**config.mk**
```make
export PLATFORM = sky130hd
export DESIGN_NAME = i2c_reg_reader
export DESIGN_NICKNAME = d
export VERILOG_FILES = /design/src/rtl/i2c_reg_reader.sv
export SDC_FILE = /design/constraint.sdc
export NUM_CORES = 1
export LEC_CHECK = 0
export ABC_AREA = 1
export CAP_MARGIN = 30
export CORE_MARGIN = 10
export CORE_UTILIZATION = 48
export CTS_CLUSTER_SIZE = 24
export DETAILED_ROUTE_END_ITERATION = 10
export HOLD_SLACK_MARGIN = 0.1
export PLACE_DENSITY = 0.77
export SYNTH_ARGS = -nofsm -noshare
export SYNTH_HDL_FRONTEND = slang
export SYNTH_SLANG_ARGS = --single-unit
```
**constraint.sdc**
```tcl
create_clock -name clk -period 1.8 [get_ports clk]
set_clock_uncertainty 0.15 [all_clocks]
set_input_delay 0.36 -clock clk [delete_from_list [all_inputs] [get_ports clk]]
set_output_delay 0.36 -clock clk [all_outputs]
set_load 0.05 [all_outputs]
```
**src/rtl/i2c_reg_reader.sv**
```systemverilog
`timescale 1ns/1ps
// ---------------------------------------------------------------------------
// i2c_reg_reader
//
// Command sequencer placed directly upstream of i2c_master. One request
// performs a register read: write the register index to a 7-bit device,
// repeated start, then read 1..MAX_BYTES bytes. The bytes are packed into
// rdata (byte k in rdata[8k+7:8k]) and returned with a one-cycle done pulse
// and an error flag.
//
// Optional feature: define I2C_RR_TIMEOUT_EN to add a 32-bit watchdog that
// aborts a transaction after TIMEOUT_CYCLES cycles without any i2c_busy edge.
// Without the macro the timeout output is tied low.
//
// Ports:
//   clk, reset_n        system clock, asynchronous active-low reset
//   start               request pulse, accepted only while ready=1
//   dev_addr/reg_addr   device address / register index, sampled on accept
//   num_bytes           bytes to read (0 -> 1, above MAX_BYTES -> MAX_BYTES)
//   ready, busy         idle-and-bus-free / transaction in progress
//   done, error         end-of-transaction pulse / NACK or timeout seen
//   timeout             last transaction ended by the watchdog
//   rdata               packed read bytes
//   i2c_ena/addr/rw/wdata   command handshake towards i2c_master
//   i2c_busy/data_rd/ack_error  status from i2c_master
// ---------------------------------------------------------------------------
module i2c_reg_reader #(
  parameter int MAX_BYTES      = 4,
  parameter int TIMEOUT_CYCLES = 4800000
) (
  input  logic                   clk,
  input  logic                   reset_n,
  input  logic                   start,
  input  logic [6:0]             dev_addr,
  input  logic [7:0]             reg_addr,
  input  logic [2:0]             num_bytes,
  output logic                   ready,
  output logic                   busy,
  output logic                   done,
  output logic                   error,
  output logic                   timeout,
  output logic [8*MAX_BYTES-1:0] rdata,
  output logic                   i2c_ena,
  output logic [6:0]             i2c_addr,
  output logic                   i2c_rw,
  output logic [7:0]             i2c_wdata,
  input  logic                   i2c_busy,
  input  logic [7:0]             i2c_data_rd,
  input  logic                   i2c_ack_error
);

  localparam int CW = $clog2(MAX_BYTES + 2);

  typedef enum logic [2:0] {IDLE, W_ADDR, RD, DRAIN, FIN} state_t;

  state_t                 state_q;
  logic                   idle_q;
  logic                   busyDly_q;
  logic                   busy_q;
  logic                   done_q;
  logic                   error_q;
  logic [8*MAX_BYTES-1:0] rdata_q;
  logic                   ena_q;
  logic [6:0]             addr_q;
  logic                   rw_q;
  logic [7:0]             wdata_q;
  logic [CW-1:0]          nBytes_q;
  logic [CW-1:0]          cmdCnt_q;
  logic [CW-1:0]          fallCnt_q;

  logic busyRise;
  logic busyFall;
  logic accept;
  logic wdogExpired;

  // Requested length folded into 1..MAX_BYTES.
  function automatic logic [CW-1:0] clampLen(input logic [2:0] req);
    if (req == 3'd0) begin
      return CW'(1);
    end else if (int'(req) > MAX_BYTES) begin
      return CW'(MAX_BYTES);
    end else begin
      return CW'(req);
    end
  endfunction

  // A rising i2c_busy means the master latched the current command; a
  // falling one means the byte it was working on has finished.
  assign busyRise = i2c_busy & ~busyDly_q;
  assign busyFall = ~i2c_busy & busyDly_q;

  // idle_q stays low during and right after reset so ready reads 0 there.
  assign ready  = idle_q & ~i2c_busy;
  assign accept = (state_q == IDLE) & start & ready;

`ifdef I2C_RR_TIMEOUT_EN
  logic [31:0] wdog_q;
  logic        timeout_q;

  // Fires on the cycle the edge-free count reaches TIMEOUT_CYCLES.
  assign wdogExpired = (state_q inside {W_ADDR, RD, DRAIN}) && !busyRise && !busyFall &&
                       (wdog_q == 32'(TIMEOUT_CYCLES - 1));
  assign timeout     = timeout_q;

  // Watchdog counts only while a transaction is waiting on the bus and
  // restarts on every busy edge.
  always_ff @(posedge clk or negedge reset_n) begin
    if (!reset_n) begin
      wdog_q    <= '0;
      timeout_q <= 1'b0;
    end else begin
      if (state_q inside {W_ADDR, RD, DRAIN}) begin
        wdog_q <= (busyRise || busyFall) ? 32'd0 : wdog_q + 32'd1;
      end else begin
        wdog_q <= '0;
      end
      if (accept) begin
        timeout_q <= 1'b0;
      end else if (wdogExpired) begin
        timeout_q <= 1'b1;
      end
    end
  end
`else
  logic unusedTimeoutLimit;

  assign wdogExpired        = 1'b0;
  assign timeout            = 1'b0;
  assign unusedTimeoutLimit = ^32'(TIMEOUT_CYCLES);
`endif

  // Main sequencer: every output is a register updated here.
  always_ff @(posedge clk or negedge reset_n) begin
    if (!reset_n) begin
      state_q   <= IDLE;
      idle_q    <= 1'b0;
      busyDly_q <= 1'b0;
      busy_q    <= 1'b0;
      done_q    <= 1'b0;
      error_q   <= 1'b0;
      rdata_q   <= '0;
      ena_q     <= 1'b0;
      addr_q    <= '0;
      rw_q      <= 1'b0;
      wdata_q   <= '0;
      nBytes_q  <= '0;
      cmdCnt_q  <= '0;
      fallCnt_q <= '0;
    end else begin
      busyDly_q <= i2c_busy;
      done_q    <= 1'b0;
      case (state_q)
        IDLE: begin
          idle_q <= 1'b1;
          if (accept) begin
            idle_q    <= 1'b0;
            ena_q     <= 1'b1;
            rw_q      <= 1'b0;
            addr_q    <= dev_addr;
            wdata_q   <= reg_addr;
            rdata_q   <= '0;
            error_q   <= 1'b0;
            busy_q    <= 1'b1;
            nBytes_q  <= clampLen(num_bytes);
            cmdCnt_q  <= '0;
            fallCnt_q <= '0;
            state_q   <= W_ADDR;
          end
        end

        W_ADDR: begin
          if (wdogExpired) begin
            ena_q   <= 1'b0;
            error_q <= 1'b1;
            done_q  <= 1'b1;
            busy_q  <= 1'b0;
            state_q <= FIN;
          end else if (busyFall && i2c_ack_error) begin
            error_q <= 1'b1;
            ena_q   <= 1'b0;
            state_q <= DRAIN;
          end else if (busyRise) begin
            // Index write latched: the next command the master takes is a read.
            rw_q      <= 1'b1;
            cmdCnt_q  <= '0;
            fallCnt_q <= '0;
            state_q   <= RD;
          end
        end

        RD: begin
          if (wdogExpired) begin
            ena_q   <= 1'b0;
            error_q <= 1'b1;
            done_q  <= 1'b1;
            busy_q  <= 1'b0;
            state_q <= FIN;
          end else if (busyFall && i2c_ack_error) begin
            error_q <= 1'b1;
            ena_q   <= 1'b0;
            state_q <= DRAIN;
          end else if (busyRise) begin
            cmdCnt_q <= cmdCnt_q + CW'(1);
            // Dropping ena right after the n-th read is latched makes the
            // master stop after that byte.
            if (cmdCnt_q + CW'(1) == nBytes_q) begin
              ena_q <= 1'b0;
            end
          end else if (busyFall) begin
            // Fall 0 closes the index write; fall k delivers read byte k-1.
            fallCnt_q <= fallCnt_q + CW'(1);
            for (int b = 0; b < MAX_BYTES; b++) begin
              if (fallCnt_q == CW'(b + 1)) begin
                rdata_q[8*b +: 8] <= i2c_data_rd;
              end
            end
            if (fallCnt_q == nBytes_q) begin
              done_q  <= 1'b1;
              busy_q  <= 1'b0;
              state_q <= FIN;
            end
          end
        end

        DRAIN: begin
          if (wdogExpired) begin
            ena_q   <= 1'b0;
            error_q <= 1'b1;
            done_q  <= 1'b1;
            busy_q  <= 1'b0;
            state_q <= FIN;
          end else if (!i2c_busy) begin
            done_q  <= 1'b1;
            busy_q  <= 1'b0;
            state_q <= FIN;
          end
        end

        FIN: begin
          idle_q  <= 1'b1;
          state_q <= IDLE;
        end

        default: begin
          state_q <= IDLE;
        end
      endcase
    end
  end

  assign busy      = busy_q;
  assign done      = done_q;
  assign error     = error_q;
  assign rdata     = rdata_q;
  assign i2c_ena   = ena_q;
  assign i2c_addr  = addr_q;
  assign i2c_rw    = rw_q;
  assign i2c_wdata = wdata_q;

endmodule

```
==> out/qor.yml, run 1 <==
outcome:
  status: "complete, no violations"
yosys:
  ys_warn_count: 0
  synth.most_common_cell: "nand2_1"
  ys_ff_latch: 66
  syn_inst: 348
  netlist.area_leader.share_pct: 54.4
  async_flop_share_pct: 100
  synth_area_leader_cell: "dfrtp_1"
  ys_seq_area_share_pct: 54.4
  synth_edf_count: 0
  synth_area_leaders: "dfrtp_1 54%, nand2_1 17%, o21ai_1 5.1%, nand2_4 2.6%, ha_1 2.5%"
  synth.avg_cell_area_um2: 8.72
  ys.flop_type: "dfrtp_1"
  synth_area_um2: 3040
  ys_types: 30
  syn-num-nets: 385
  synthTopCellsByCount: "137 x nand2_1, 66 x dfrtp_1, 31 x o21ai_1, 20 x inv_1, 16 x nor2_1"
final_layout:
  fin_area_um2: 4120
  syn2layout_area_growth_pct: 35.8
  n_antenna_cell: 0
  fin_nets: 486
  utilization_pct: 68.4
  drive_above_1_share_pct: 26.4
setup_path:
  crit_path_start_kind: "primary input"
  ff2ff_path_depth: 8
  cp_max_fo: 3
  critPathLaunch: "i2c_busy"
  crit_arrival_ns: 1.24
  crit_path_end_kind: "primary output"
  rrSetupSlack_ns: 0.15
  r2r-start: "state_q[0]"
  worstSetupPathType: "primary input to primary output"
  r2r-end: "rdata[3]"
  required_ns: 1.29
power_and_ir_drop:
  power_density_nw_per_um2: 2010
  seqPwrFrac_pct: 28.5
  pwr-share-clk_pct: 15.3
  leakagePower_nw: 2.10
  internal_power_mw: 4.05
  comb_power_share_pct: 56.2
  max-vdd-ir-drop_mv: 1.16
  swShare_pct: 51.1
  p_sw_mw: 4.24
die:
  io_pins: 85
  die_h_um: 99.5
  die-area_um2: 9900
  die_w_um: 99.5
  start_util_pct: 50.4
  placementRows: 28
  coreArea_um2: 6030
clocking:
  h-tree-depth: 3
  cts.sinks: 66
  postCtsSetupBuffers: 0
  clk_pin_slew_ns: 0.08
  clock-root-buffer: "clkbuf_8"
  cts_buffer_depth: 2
  clk_latency_ns: 0.34
  numCtsBuffers: 9
  cts_tree: "built"
worst_hold_path:
  min_path_type: "flip-flop to flip-flop"
  worstHoldEndpoint: "i2c_addr[2]"
  min_from: "i2c_addr[2]"
  min_path_cells: 2
run:
  maxCapViolations: 0
detailed_routing:
  wl_per_cell_um: 14.3
  vias: 2571
  drt_iter0_drc: 86
  final_antenna_net_count: 0
  dr.pass1.iters: 4
  viasPerCell: 4.86
  drc: 0
  routed_wl_um: 7580
sta:
  hold_violations: 0
  fmax_mhz: 570
  finalSetupViolations: 0
  slew_viol_final: 0
  rsz0062_at_grt: "no"
  layout_min_cycle_time_ns: 1.75
  finalCritPeriodShare_pct: 97.5
placement:
  dp_hpwl_um: 5790
  gp_congestion: 0.908
  placed_area_um2: 3900
  numPortBuffers: 83
global_routing:
  grt_max_degree: 67
  grt_pass1_wl_um: 12600
  antenna_found_initial: 0
  grt.overflow.total: 0
  track_usage_pct: 15.6
  grt_pass1_vias: 2629
==> worst max-delay path by stage <==
stage | slack (ns) | to | depth (start not counted)
after global placement | -0.14 | rdata[23] | 10
final | 0.05 | ready | 4
after floorplan | 0.23 | rdata[22] | 10
after global routing | 0.01 | ready | 4
after CTS | 0.04 | ready | 4
after detailed placement | -0.20 | rdata[3] | 10
==> registers in the layout, summed over array words and instances, names as in the netlist <==
signal     count
busy           1
busyDly_q      1
idle_q         1
i2c_rw         1
i2c_wdata      8
fallCnt_q      3
state_q        3
i2c_ena        1
i2c_addr       7
cmdCnt_q       3
nBytes_q       3
error          1
rdata         32
done           1
==> cell usage in the layout, fill, tap and decap left out, types with 7 or more instances in the layout <==
master	instances
nand2_1	137
buf_4	67
dfrtp_1	65
o21ai_1	31
clkdlybuf4s50_1	29
inv_1	20
nor2_1	14
o21ai_0	12
nand3_1	11
clkbuf_8	10
nor2_2	9
nand2_4	7
==> repair_timing <==
item                                    CTS  global route
endpoints found under the hold margin    66             0
endpoints found under the setup margin    1             2
resized for setup                         1             2
hold buffers                              1             0
==> critical path: stages <==
cell,delay [ns]
clkdlybuf4s50_1,0.43
buf_4,0.16
nor2_2,0.14
buf_12,0.15
==> per-stage QoR <==
stage / std cells / power [mW] / setup TNS, ns / setup slack (ns) / hold WS [ns]
after floorplan: 348 / 5.78 / 0 / 0.226 / -0.0856
after global placement: 512 / 6.96 / -6.51 / -0.145 / 0.250
after detailed placement: 512 / 7.06 / -7.42 / -0.201 / 0.255
after CTS: 529 / 8.35 / 0 / 0.0359 / 0.329
after global routing: 529 / 8.84 / 0 / 0.0135 / 0.351
final: 529 / 8.29 / 0 / 0.0453 / 0.325
==> power groups by stage <==
stage | Clock, mW | Combinational, mW | Sequential (mW)
finish | 1.27 | 4.65 | 2.36
global route | 1.35 | 5.06 | 2.43
CTS | 1.29 | 4.70 | 2.37
detailed placement | 0 | 4.68 | 2.38
global placement | 0 | 4.59 | 2.37
floorplan | 0 | 2.03 | 3.75
==> layer usage <==
| layer | global-route usage [%] | part of all wire, % | vias to the layer above |
|---|---|---|---|
| li1 | - | - | 1288 |
| met1 | 18.0 | 43 | 1228 |
| met2 | 26.2 | 52 | 48 |
| met3 | 3.81 | 4.1 | 7 |
| met4 | 8.27 | 1.5 | 0 |
| met5 | 0 | 0 | - |
==> cells by family (layout without fill, tap and decap cells) <==
group,count (synthesis),in the layout,share of synthesized area (%)
adder cells (fa/ha/maj),6,6,2.47
other,1,1,0.124
AO/OA/AOI/OAI,51,51,8.99
AND/OR/NAND/NOR,186,186,27.5
XOR/XNOR,1,1,0.289
flip-flops,66,66,54.4
buffers and inverters,37,143,6.22
==> final cells by class <==
cell class | count | area (um2)
Inverter | 26 | 105
Clock buffer | 10 | 138
Tap cell | 75 | 93.8
Multi-Input combinational cell | 245 | 1200
Timing Repair Buffer | 101 | 868
Sequential cell | 66 | 1650
Fill cell | 525 | 1900
Clock inverter | 6 | 65.1
(Power assumes the default switching activity.)
==> run 2, diff against run 1 <==
--- a/config.mk
+++ b/config.mk
@@ -11,8 +11,10 @@
 export CORE_UTILIZATION = 48
 export CTS_CLUSTER_SIZE = 24
 export DETAILED_ROUTE_END_ITERATION = 10
+export GPL_ROUTABILITY_DRIVEN = 0
 export HOLD_SLACK_MARGIN = 0.1
 export PLACE_DENSITY = 0.77
+export SKIP_CTS_REPAIR_TIMING = 1
 export SYNTH_ARGS = -nofsm -noshare
 export SYNTH_HDL_FRONTEND = slang
 export SYNTH_SLANG_ARGS = --single-unit
==> run 2 against run 1 <==
  * Sequential share of layout area down 0.64 points
  * Count of clock-buffer cells in the layout decreased by 1
  * Clock power is 21% higher
  * Critical path type unchanged
  * Largest cell class unchanged
  * Power is 4.4% higher
  * Largest power group unchanged
  * Sequential cell count did not move
  * Utilization grew 1.2 points
  * Worst hold slack got worse by 0.00069 ns
  * Global-route usage rose by 0.052 points
==> out/qor.yml, run 2 (synthesis results as in run 1) <==
detailed_routing:
  drt_iter0_drc: 146  # was 86
  dr.pass1.iters: 4  # unchanged
  viasPerCell: 4.82  # was 4.86
  wl_per_cell_um: 14.5  # was 14.3 um
  final_antenna_net_count: 0  # unchanged
  vias: 2556  # was 2571
  drc: 0  # unchanged
  routed_wl_um: 7710  # was 7580 um
worst_hold_path:
  min_path_type: "flip-flop to flip-flop"  # unchanged
  worstHoldEndpoint: "i2c_addr[2]"  # unchanged
  min_from: "i2c_addr[2]"  # unchanged
  min_path_cells: 2  # unchanged
power_and_ir_drop:
  leakagePower_nw: 2.12  # was 2.10 nW
  max-vdd-ir-drop_mv: 1.24  # was 1.16 mV
  power_density_nw_per_um2: 2060  # was 2010 nW/um2
global_routing:
  grt_max_degree: 67  # unchanged
  grt_pass1_vias: 2647  # was 2629
  antenna_found_initial: 0  # unchanged
  grt.overflow.total: 0  # unchanged
  track_usage_pct: 15.7  # was 15.6%
  grt_pass1_wl_um: 12700  # was 12600 um
setup_path:
  slowest_stage: "clkdlybuf4s50_1"  # unchanged
  ff2ff_path_depth: 7  # was 8
  critical-path-top-delay-family: "buffers and inverters"  # unchanged
  crit_path_end_kind: "primary output"  # unchanged
  r2r-start: "fallCnt_q[0]"  # was state_q[0]
  required_ns: 1.29  # about the same
  worstSetupPathType: "primary input to primary output"  # unchanged
  r2r-end: "rdata[20]"  # was rdata[3]
  crit_path_start_kind: "primary input"  # unchanged
  worst-path-buf-inv: 3  # unchanged
  crit_arrival_ns: 1.25  # was 1.24 ns
  rrSetupSlack_ns: 0.12  # was 0.15 ns
  cp_slowest_stage_delay_ns: 0.43  # about the same
  cp_max_fo: 3  # unchanged
  path_cells: "clkdlybuf4s50_1, buf_4, nor2_2, buf_12"  # unchanged
clocking:
  clock-root-buffer: "clkbuf_8"  # unchanged
  h-tree-depth: 3  # unchanged
  numCtsBuffers: 9  # unchanged
  cts.sinks: 66  # unchanged
  clk_latency_ns: 0.34  # about the same
  cts_tree: "built"  # unchanged
  cts_buffer_depth: 2  # unchanged
  clk_pin_slew_ns: 0.08  # about the same
sta:
  layout_min_cycle_time_ns: 1.76  # was 1.75 ns
  hold_violations: 0  # unchanged
  finalCritPeriodShare_pct: 97.6  # was 97.5%
  whs_ns: 0.325  # about the same
  fmax_mhz: 569  # was 570 MHz
  slew_viol_final: 0  # unchanged
  finalSetupViolations: 0  # unchanged
die:
  die_w_um: 99.5  # unchanged
  start_util_pct: 50.4  # unchanged
  placementRows: 28  # unchanged
  coreArea_um2: 6030  # unchanged
  die_h_um: 99.5  # unchanged
  die-area_um2: 9900  # unchanged
  io_pins: 85  # unchanged
final_layout:
  drive_above_1_share_pct: 26.6  # was 26.4%
  utilization_pct: 69.6  # was 68.4%
  final_common_cell: "nand2_1"  # unchanged
  fin_nets: 487  # was 486
  syn2layout_area_growth_pct: 38.1  # was 35.8%
  largest_reg_flops: 32  # unchanged
  final_cell_count_no_fill: 530  # was 529
  layout_common_cells: "137 x nand2_1, 68 x buf_4, 64 x dfrtp_1"  # was 137 x nand2_1, 67 x buf_4, 65 x dfrtp_1
  n_antenna_cell: 0  # unchanged
run:
  maxCapViolations: 0  # unchanged
placement:
  numPortBuffers: 83  # unchanged
  dp.cells: 512  # unchanged
  dp_hpwl_um: 5750  # was 5790 um
outcome:
  status: "complete, no violations"  # unchanged
[run 2: cell count changes in the layout (fill, tap and decap cells not counted), sizes merged]
cell and change:
clkbuf -1, inv +1, buf +1, clkinv -2
bufinv +2
[run 2: tightest hold or removal path, delay by kind of cell, from the launching register on]
kind | cells | cell delay, ns
and+or+nand+nor | 2 | 0.09
DFF | 1 | 0.35
[run 2: cell type report]
cell class / count / area, um2
clock buffers: 9 / 124
clock inverters: 7 / 124
fillers: 490 / 1830
inverters: 26 / 105
multi-input cells: 245 / 1220
flip-flops and latches: 66 / 1650
well taps: 75 / 93.8
repair buffers: 102 / 876
[run 2: metal layers]
layer / vias to the layer above / GRT usage (%) / wire length (um)
li1: 1298 / - / -
met1: 1204 / 17.7 / 3190
met2: 47 / 27.4 / 4100
met3: 7 / 3.88 / 327
met4: 0 / 6.73 / 93
met5: - / 0 / 0
[run 2: worst max path at each step]
stage	endpoint	depth (start not counted)	from	slack [ns]
2_1_floorplan	rdata[22]	10	state_q[1]	0.23
3_3_place_gp	rdata[3]	9	i2c_busy	-0.16
3_5_place_dp	rdata[20]	10	i2c_busy	-0.20
4_1_cts	ready	4	i2c_busy	-0.02
5_1_grt	rdata[27]	9	state_q[2]	-0.01
6_report	ready	4	i2c_busy	0.04
[run 2: power breakdown]
part	total (mW)	switching [mW]	internal, mW	leakage (nW)
combinational	4.74	3.33	1.41	1.13
clock	1.54	0.611	0.932	0.120
sequential	2.38	0.377	2.00	0.866
total	8.66	4.32	4.34	2.12
[run 2: per-stage QoR]
step	area (um2)	worst slack (ns)	TNS (ns)	total power, mW
5_1_grt	4190	-0.00989	-0.0189	9.20
6_report	4190	0.0438	0	8.66
2_1_floorplan	3040	0.226	0	5.78
3_5_place_dp	3900	-0.199	-8.30	7.07
4_1_cts	4150	-0.0179	-0.0179	8.64
3_3_place_gp	3900	-0.156	-6.84	6.97
